--- config.mk ---
export PLATFORM = sky130hd
export DESIGN_NAME = ntt_bfu
export DESIGN_NICKNAME = d
export VERILOG_FILES = /design/src/rtl/ntt_bfu.sv
export SDC_FILE = /design/constraint.sdc
export NUM_CORES = 1
export LEC_CHECK = 0
export CORE_ASPECT_RATIO = 0.75
export CORE_MARGIN = 5
export CORE_UTILIZATION = 54
export DETAILED_ROUTE_END_ITERATION = 8
export GPL_ROUTABILITY_DRIVEN = 0
export PLACE_DENSITY = 0.74
export SLEW_MARGIN = 20
export SYNTH_ARGS = -nofsm -noshare
export SYNTH_HDL_FRONTEND = slang
export SYNTH_HIERARCHICAL = 1
export SYNTH_SLANG_ARGS = --single-unit
--- constraint.sdc ---
create_clock -name clk -period 4.5 [get_ports clk]
set_input_delay 0.675 -clock clk [delete_from_list [all_inputs] [get_ports clk]]
set_output_delay 0.675 -clock clk [all_outputs]
set_load 0.05 [all_outputs]
--- src/rtl/ntt_bfu.sv ---
// ============================================================================
// ntt_bfu : streaming CT/GS radix-2 butterfly around a pipelined Montgomery mul
// Revision : 1.0
// ============================================================================
`default_nettype none

package ntt_pkg;
  localparam int unsigned DATA_WIDTH = 12;
  localparam int unsigned Q          = 3329;
endpackage

// Radix-2 interleaved Montgomery multiplier: p = a*b*2^-DATA_WIDTH mod Q, p in 0..2Q-1.
// One register per bit of a plus an input and an output register.
module mo_mul
  import ntt_pkg::*;
(
  input  logic                  clk,
  input  logic [DATA_WIDTH-1:0] a,
  input  logic [DATA_WIDTH-1:0] b,
  output logic [DATA_WIDTH:0]   p
);
  localparam int unsigned TW = DATA_WIDTH + 2;

  logic [DATA_WIDTH-1:0] a_q [DATA_WIDTH];
  logic [DATA_WIDTH-1:0] b_q [DATA_WIDTH];
  logic [TW-1:0]         t_q [DATA_WIDTH+1];
  logic [DATA_WIDTH:0]   p_q;

  always_ff @(posedge clk) begin
    a_q[0] <= a;
    b_q[0] <= b;
    t_q[0] <= '0;
  end

  // t stays below 2Q, so t + b + Q never exceeds TW bits
  for (genvar k = 0; k < DATA_WIDTH; k++) begin : g_step
    logic [TW-1:0] sum, odd;
    always_comb begin
      sum = t_q[k] + (a_q[k][0] ? TW'(b_q[k]) : '0);
      odd = sum + (sum[0] ? TW'(Q) : '0);
    end
    always_ff @(posedge clk) begin
      t_q[k+1] <= odd >> 1;
    end
    if (k < DATA_WIDTH - 1) begin : g_fwd
      always_ff @(posedge clk) begin
        a_q[k+1] <= a_q[k] >> 1;
        b_q[k+1] <= b_q[k];
      end
    end
  end

  always_ff @(posedge clk) begin
    p_q <= t_q[DATA_WIDTH][DATA_WIDTH:0];
  end

  assign p = p_q;
endmodule

module ntt_bfu
  import ntt_pkg::*;
#(
  parameter int unsigned MUL_LAT = DATA_WIDTH + 2
) (
  input  logic                  clk,
  input  logic                  rst,
  input  logic                  in_valid,
  input  logic                  in_mode,
  input  logic [DATA_WIDTH-1:0] in_a,
  input  logic [DATA_WIDTH-1:0] in_b,
  input  logic [DATA_WIDTH-1:0] in_w,
  output logic                  out_valid,
  output logic [DATA_WIDTH-1:0] out_a,
  output logic [DATA_WIDTH-1:0] out_b,
  output logic                  busy
);
  localparam logic [DATA_WIDTH:0]   QX = (DATA_WIDTH+1)'(Q);
  localparam logic [DATA_WIDTH-1:0] QW = DATA_WIDTH'(Q);

  logic [DATA_WIDTH:0]   sum, dif, prod, fsum, fdif;
  logic [DATA_WIDTH-1:0] x_d, m_d, pn, x_f, oa_d, ob_d;
  logic [DATA_WIDTH-1:0] x_p_q, m_p_q, w_p_q, out_a_q, out_b_q;
  logic [DATA_WIDTH-1:0] x_sr_q [MUL_LAT];
  logic [MUL_LAT-1:0]    vld_sr_q, mode_sr_q;
  logic                  vld_p_q, mode_p_q, out_valid_q;

  always_comb begin
    sum = {1'b0, in_a} + {1'b0, in_b};
    dif = {1'b0, in_a} - {1'b0, in_b};
    x_d = in_a;
    m_d = in_b;
    if (in_mode) begin
      x_d = (sum >= QX) ? DATA_WIDTH'(sum - QX) : sum[DATA_WIDTH-1:0];
      m_d = dif[DATA_WIDTH] ? DATA_WIDTH'(dif + QX) : dif[DATA_WIDTH-1:0];
    end
  end

  // m_op is always < Q, so it takes port a of the multiplier
  mo_mul u_mul (
    .clk (clk),
    .a   (m_p_q),
    .b   (w_p_q),
    .p   (prod)
  );

  always_comb begin
    pn   = (prod >= QX) ? DATA_WIDTH'(prod - QX) : prod[DATA_WIDTH-1:0];
    x_f  = x_sr_q[MUL_LAT-1];
    fsum = {1'b0, x_f} + {1'b0, pn};
    fdif = {1'b0, x_f} - {1'b0, pn};
    oa_d = x_f;
    ob_d = pn;
    if (!mode_sr_q[MUL_LAT-1]) begin
      oa_d = (fsum >= QX) ? DATA_WIDTH'(fsum - QX) : fsum[DATA_WIDTH-1:0];
      ob_d = fdif[DATA_WIDTH] ? DATA_WIDTH'(fdif + QX) : fdif[DATA_WIDTH-1:0];
    end
  end

  always_ff @(posedge clk) begin
    if (rst) begin
      vld_p_q     <= 1'b0;
      mode_p_q    <= 1'b0;
      vld_sr_q    <= '0;
      mode_sr_q   <= '0;
      out_valid_q <= 1'b0;
      out_a_q     <= '0;
      out_b_q     <= '0;
    end else begin
      vld_p_q     <= in_valid;
      mode_p_q    <= in_mode;
      vld_sr_q    <= {vld_sr_q[MUL_LAT-2:0], vld_p_q};
      mode_sr_q   <= {mode_sr_q[MUL_LAT-2:0], mode_p_q};
      out_valid_q <= vld_sr_q[MUL_LAT-1];
      if (vld_sr_q[MUL_LAT-1]) begin
        out_a_q <= oa_d;
        out_b_q <= ob_d;
      end
    end
  end

  always_ff @(posedge clk) begin
    x_p_q     <= x_d;
    m_p_q     <= m_d;
    w_p_q     <= in_w;
    x_sr_q[0] <= x_p_q;
    for (int unsigned i = 1; i < MUL_LAT; i++) begin
      x_sr_q[i] <= x_sr_q[i-1];
    end
  end

  assign out_valid = out_valid_q;
  assign out_a     = out_a_q;
  assign out_b     = out_b_q;
  assign busy      = vld_p_q | (|vld_sr_q) | out_valid_q;

  a_in_range: assert property (@(posedge clk) disable iff (rst)
    in_valid |-> (in_a < QW && in_b < QW && in_w < QW));
endmodule

`default_nettype wire
# After elaboration in Yosys (flattened, before gate mapping)
# Memory sizes are Yosys's and may differ from the RTL's. A register that Yosys moved wholly into a read port is not among the register bits.
# Cells that the tools add are included.
[op_classes] add_sub_neg=33 n_lt_le_gt_ge=3 mux=33 bitwise=2 reduce_logical=1
[op_table] cell="2-to-1 mux 12 bit" n=33
[op_table] cell="adder 14 bit" n=17
[op_table] cell="adder 14 x 12 -> 14 bit" n=7
[op_table] cell="greater-or-equal comparator 13 x 12 -> 1 bit, second input constant" n=3
[op_table] cell="subtractor 12 bit, second input constant" n=3
[op_table] cell="adder 12 x 12 -> 13 bit" n=2
[op_table] cell="subtractor 12 x 12 -> 13 bit" n=2
[op_table] cell="adder 12 bit, second input constant" n=2
[op_table] cell="OR reduction 14 bit" n=1
[op_table] cell="bitwise OR 1 bit" n=2
[word_totals] ff_bits=91 ram_bits=625 in_bits=40 out_inout_bits=26 wordCells=86 n_memories=4
[memory_table] memory="u_mul.t_q" depth=13 word_bits=13 read_ports=13 rd_ports_with_merged_regs=1 write_ports=13 line_no="26" text="logic [TW-1:0] t_q [DATA_WIDTH+1];"
[memory_table] memory="x_sr_q" depth=14 word_bits=12 read_ports=14 rd_ports_with_merged_regs=0 write_ports=14 line_no="83" text="logic [DATA_WIDTH-1:0] x_sr_q [MUL_LAT];"
[memory_table] memory="u_mul.a_q" depth=12 word_bits=12 read_ports=12 rd_ports_with_merged_regs=0 write_ports=12 line_no="24" text="logic [DATA_WIDTH-1:0] a_q [DATA_WIDTH];"
[memory_table] memory="u_mul.b_q" depth=12 word_bits=12 read_ports=12 rd_ports_with_merged_regs=0 write_ports=12 line_no="25" text="logic [DATA_WIDTH-1:0] b_q [DATA_WIDTH];"

# Logic depth before layout (Yosys ltp)
[depth] ltp_word=6 depth_mapped=23 ltp_nobuf=21

# By module
# The synthesis kept the hierarchy.
[by_module_without_submodules] mod="mo_mul" n_inst=1 cells_each=1763 area_per_inst_um2=17938.5 seq_area_each_um2=7807.5
[by_module_without_submodules] mod="ntt_bfu" n_inst=1 cells_each=983 area_per_inst_um2=9957.0 seq_area_each_um2=5185.0

# Worst setup path after synthesis
# OpenSTA, ideal clock, no wires.
[synth_path] path_type="register to register" from="register u_mul.p_q[7] (netlist: u_mul/p[7]) (read register of u_mul.t_q)" to="register out_b_q[5] (netlist: out_b[5])" setup_ps=78 arrival_time_ps=4935 required_ps=4422 path_slack_ps=-513 path_stages_with_launch=21 path_buffers=1 period_less_slack_ps=5013 cell_sequence="dfxtp_1 > or4_4 > o21a_1 > or3_1 > a31oi_1 > nor2b_1 > xnor2_1 > inv_1 > ha_1 > buf_2 > nor2_1 > a211oi_1 > nor2_1 > or4_1 > nor3_1 > o31a_1 > nand3_1 > or3_1 > xnor2_1 > o211a_1 > nor3_1"
[synth_via] elab_chain_cells=6 elab_cells_between_ends=7 cone_classes="3 x add/sub; 1 x order compare; 3 x mux"
[synth_rtl] element="from (decl)" line_no="27" text="logic [DATA_WIDTH:0] p_q;"
[synth_rtl] element="greater-or-equal comparator 13 x 12 -> 1 bit" line_no="107" text="pn = (prod >= QX) ? DATA_WIDTH'(prod - QX) : prod[DATA_WIDTH-1:0];"
[synth_rtl] element="2-to-1 mux 12 bit (*)" line_no="107"
[synth_rtl] element="subtractor 12 x 12 -> 13 bit" line_no="110" text="fdif = {1'b0, x_f} - {1'b0, pn};"
[synth_rtl] element="adder 12 bit" line_no="115" text="ob_d = fdif[DATA_WIDTH] ? DATA_WIDTH'(fdif + QX) : fdif[DATA_WIDTH-1:0];"
[synth_rtl] element="2-to-1 mux 12 bit" line_no="115"
[synth_rtl] element="2-to-1 mux 12 bit (*)" line_no="113" text="if (!mode_sr_q[MUL_LAT-1]) begin"
[synth_rtl] element="to (signal assigned)" line_no="127" text="out_b_q <= '0;"
[synth_rtl] element="to (signal assigned)" line_no="136" text="out_b_q <= ob_d;"
[synth_rtl] element="to (decl)" line_no="82" text="logic [DATA_WIDTH-1:0] x_p_q, m_p_q, w_p_q, out_a_q, out_b_q;"
# Mark *: on every way between the ends. The rest lies on a longest branch, timed or not.
# A chain may end at the register's enable or synchronous reset.

# Worst setup path after layout
[layout_path] from="register u_mul.p_q[7] (netlist: u_mul/p[7]) (read register of u_mul.t_q)" to="register out_a_q[10] (netlist: out_a[10])"
[layout_via] elab_chain_cells=6 elab_cells_between_ends=8 cone_classes="3 x add/sub; 2 x order compare; 3 x mux"
[layout_rtl] element="subtractor 12 bit or greater-or-equal comparator 13 x 12 -> 1 bit (tied branches)" line_no="107"
[layout_rtl] element="2-to-1 mux 12 bit (*)" line_no="107"
[layout_rtl] element="adder 12 x 12 -> 13 bit (*)" line_no="109" text="fsum = {1'b0, x_f} + {1'b0, pn};"
[layout_rtl] element="subtractor 12 bit or greater-or-equal comparator 13 x 12 -> 1 bit (tied branches)" line_no="114" text="oa_d = (fsum >= QX) ? DATA_WIDTH'(fsum - QX) : fsum[DATA_WIDTH-1:0];"
[layout_rtl] element="2-to-1 mux 12 bit (*)" line_no="114"
[layout_rtl] element="2-to-1 mux 12 bit (*)" line_no="113"
[layout_rtl] element="to (signal assigned)" line_no="126" text="out_a_q <= '0;"
[layout_rtl] element="to (signal assigned)" line_no="135" text="out_a_q <= oa_d;"
[layout_rtl] element="to (decl)" line_no="82"
# Marked as above.

==> results.md <==
- Synth Area in Adders: 0.116
- Run status: complete, but fails checks
- Via count: 19.9k
- CTS hold repair buffers: 0
- Main combinational cell family by area after synthesis: simple AND/OR/NAND/NOR gates
- P&R area growth vs syn: 16.5%
- Ys Warns: 6
- Clk network pwr share: 0.186
- Yosys reg bits: 649
- Fillers: 3977
- Synthesized cell area: 0.0279 mm²
- CTS H-tree lvls: 2
- Worst setup path category: reg2reg
- Relative slew slack: 0.428
- Initial antenna violation count: 1
- Dpl ws: -346 ps
- Crit start category: flip-flop
- Max_cap viols: 0
- Final Max Slew Viols: 0
- Cells after synthesis: 2746
- Slack of the critical path: -275 ps
- Maximum vdd drop: 0.453 mV
- DRT antenna net count: 0
- Vias in the first global route: 19.6k
- CTS buffer count: 58
- Layout cells sized above 1: 0.107
- RSZ-0062 raised after global routing: yes
- CP Max Fanout: 6
- Root Driver: clkbuf_16
- # rows: 72
- Chip width: 272 µm
- Die height: 207 µm
- FF/Latch Area: 0.0130 mm²
- Post-Synth XOR/XNOR Area: 0.0916
- Post-synth ARST share: 0
- Num ports: 66
- F_max: 209 MHz
- Period utilization: 1.06
- Clock tree buffer depth: 3
- Switching part of the total: 0.394
- Critical path arrival: 5300 ps
- Multi-input gate area: 0.0148 mm²
- Die area: 0.0564 mm²
- Critical path data required time: 5020 ps
- PortBufs: 65
- Main flop type after synthesis: dfxtp_1
- Area share of and/or/nand/nor cells after synthesis: 0.159
- Syn Nets: 3037
- P_leak: 13.9 nW
- Clk_skew: 17.6 ps
- Final hold vios: 0
- Cell type with the largest total area after synthesis: dfxtp_1
- Complex-gate fraction of the synthesized area: 0.140
- Reg power frac: 0.272
- Initial Utilization: 0.543
- CP Capture Type: flip-flop
- Clk pin slew, worst setup/hold paths: 70 ps
- Hpwl dp: 41800 µm
- Pre-antenna DRT Iters: 6
- Internal Pwr Total: 17.2 mW
- Average cell area after synthesis: 10.2 µm²
- Flop2flop setup slack: -280 ps
- Register area share after synthesis: 0.466
- Worst-Margin Slew: 837 ps
- Mux share of post-synthesis cell area: 0.00525
- Psw: 11.2 mW
- Final setup viols: 20
- Cell variety after synth: 100
- Core area: 0.0513 mm²
- Antenna Diode Count: 0
- Nets@finish: 3204
- Final Util: 0.633
- P per Cell Area: 874 mW/mm²
- Avg WL per Cell: 15.7 µm
- Gr ovfl total: 0
- DR iter-0 viols: 1471
- Largest net degree at the start of global routing: 57
- Tmin final: 4780 ps
- Number of synthesized flops with an enable pin: 0
- Top-area cell type share of the netlist area: 0.466
- DR DRC count: 0
- Worst hold path type: reg2reg
- Clock Sinks: 649
- First-pass GRT wire length: 94000 µm
- Gate power share: 0.542
- CTS tree: yes
- Clock latency on the worst-skew pair: 640 ps
- Largest cells by area after synthesis: dfxtp_1 47%, ha_1 11%, xnor2_1 5.6%, xor2_1 3.5%, and2_1 3.4%
- Avg Vias per Cell: 5.49
- Final WL: 57000 µm
- Overall Global Routing Usage: 0.197
- Failing checks: setup timing
==> path summary, 6_finish.rpt <==
kind,from,endpoint,cells past startpoint
min reg2reg,x_sr_q[1][8],x_sr_q[1][20],0
max,u_mul/p[7],out_a[10],22
min,x_sr_q[1][8],x_sr_q[1][20],0
max reg2reg,u_mul/p[7],out_a[10],22
==> registers in the layout, summed over array words and instances (netlist names) <==
register,cells
u_mul/t_q,155
u_mul/p,13
vld_sr_q,14
u_mul/a_q,78
out_a,12
mode_sr_q,14
u_mul/b_q,144
x_p_q,12
w_p_q,12
x_sr_q,168
vld_p_q,1
mode_p_q,1
out_b,12
out_valid,1
m_p_q,12
==> worst max-delay path, stage by stage, from the launching register on <==
cell and delay, ps:
dfxtp_2 320, or4_4 530, o21a_1 210, or3_4 340, a31oi_4 240, nor2b_2 90
xnor2_2 210, inv_2 70, ha_4 220, nor2b_2 160, o21ai_2 170, a21boi_2 90
o31a_1 320, buf_4 150, o21a_1 180, or3_4 350, a31oi_4 160, o31ai_4 100
buf_4 170, buf_6 140, nand2_1 60, nand3b_1 80, a311oi_1 280
==> cell usage after synthesis, types with 28 or more instances <==
cell type  instances
nand2b_1          28
o21ai_0           69
nor3_1            48
o21a_1            33
and2_1           153
nand2_1          143
and3_1            33
a21oi_1          128
a21o_1            43
ha_1             237
xor2_1           112
nor2_1           156
nand3_1           71
a31oi_1           28
clkbuf_1          42
nor2b_1           69
dfxtp_1          649
inv_1            114
xnor2_1          178
==> final cells by class <==
type	instances	share of cell area
multi-input cells	1935	0.455
flip-flops and latches	649	0.400
clock inverters	28	0.0132
clock buffers	80	0.0515
inverters	115	0.0133
repair buffers	154	0.0417
well taps	666	0.0256
==> per-stage QoR <==
step / cell area, µm² / TNS, ps / hold slack [ps] / cells / power (mW)
2_1_floorplan: 28000 / -809 / 310 / 2746 / 18.3
3_3_place_gp: 29800 / -877 / 310 / 3499 / 21.1
3_5_place_dp: 29800 / -4370 / 312 / 3499 / 21.6
4_1_cts: 32200 / -1630 / 319 / 3621 / 27.6
5_1_grt: 32500 / -6380 / 327 / 3627 / 30.4
6_report: 32500 / -2670 / 313 / 3627 / 28.4
==> routing by layer <==
layer | vias up | wire length, µm | GRT usage
met1 | 9230 | 26600 | 0.262
met5 | - | 0 | 0
li1 | 9964 | - | -
met3 | 129 | 2960 | 0.0300
met2 | 580 | 26100 | 0.334
met4 | 0 | 1410 | 0.0628
==> cells in the final DEF (no fill, tap or decap), drive strengths merged, types with 90 or more instances in the layout <==
| cell | Yosys | final |
|---|---|---|
| dfxtp | 649 | 649 |
| ha | 237 | 237 |
| xnor2 | 178 | 178 |
| nor2 | 156 | 156 |
| and2 | 154 | 154 |
| nand2 | 143 | 143 |
| a21oi | 133 | 133 |
| inv | 114 | 118 |
| xor2 | 113 | 113 |
| o21ai | 91 | 91 |
| buf | 5 | 90 |
==> power groups by stage <==
stage,logic [mW],clock network (mW),registers (mW)
after floorplan,10.7,0,7.62
after global placement,13.3,0,7.82
after detailed placement,13.8,0,7.85
after CTS,14.5,5.41,7.74
after global routing,16.9,5.66,7.86
final,15.4,5.27,7.73
==> what timing repair did <==
action                                  4_1_cts  5_1_grt
pin swaps                                    38       41
buffers inserted                             13        9
gates resized for setup                      34       48
cloned                                        1        0
endpoints found under the setup margin       23       24
==> cells by family (layout without fill, tap and decap cells) <==
| kind of cell | Yosys count | count (layout) |
|---|---|---|
| simple gates | 829 | 829 |
| flops | 649 | 649 |
| compound gates | 550 | 550 |
| xor+xnor | 291 | 291 |
| fa+ha+maj | 251 | 251 |
| buf+inv | 162 | 377 |
| mux | 14 | 14 |
Note: power is estimated with default switching activity, not from simulation.
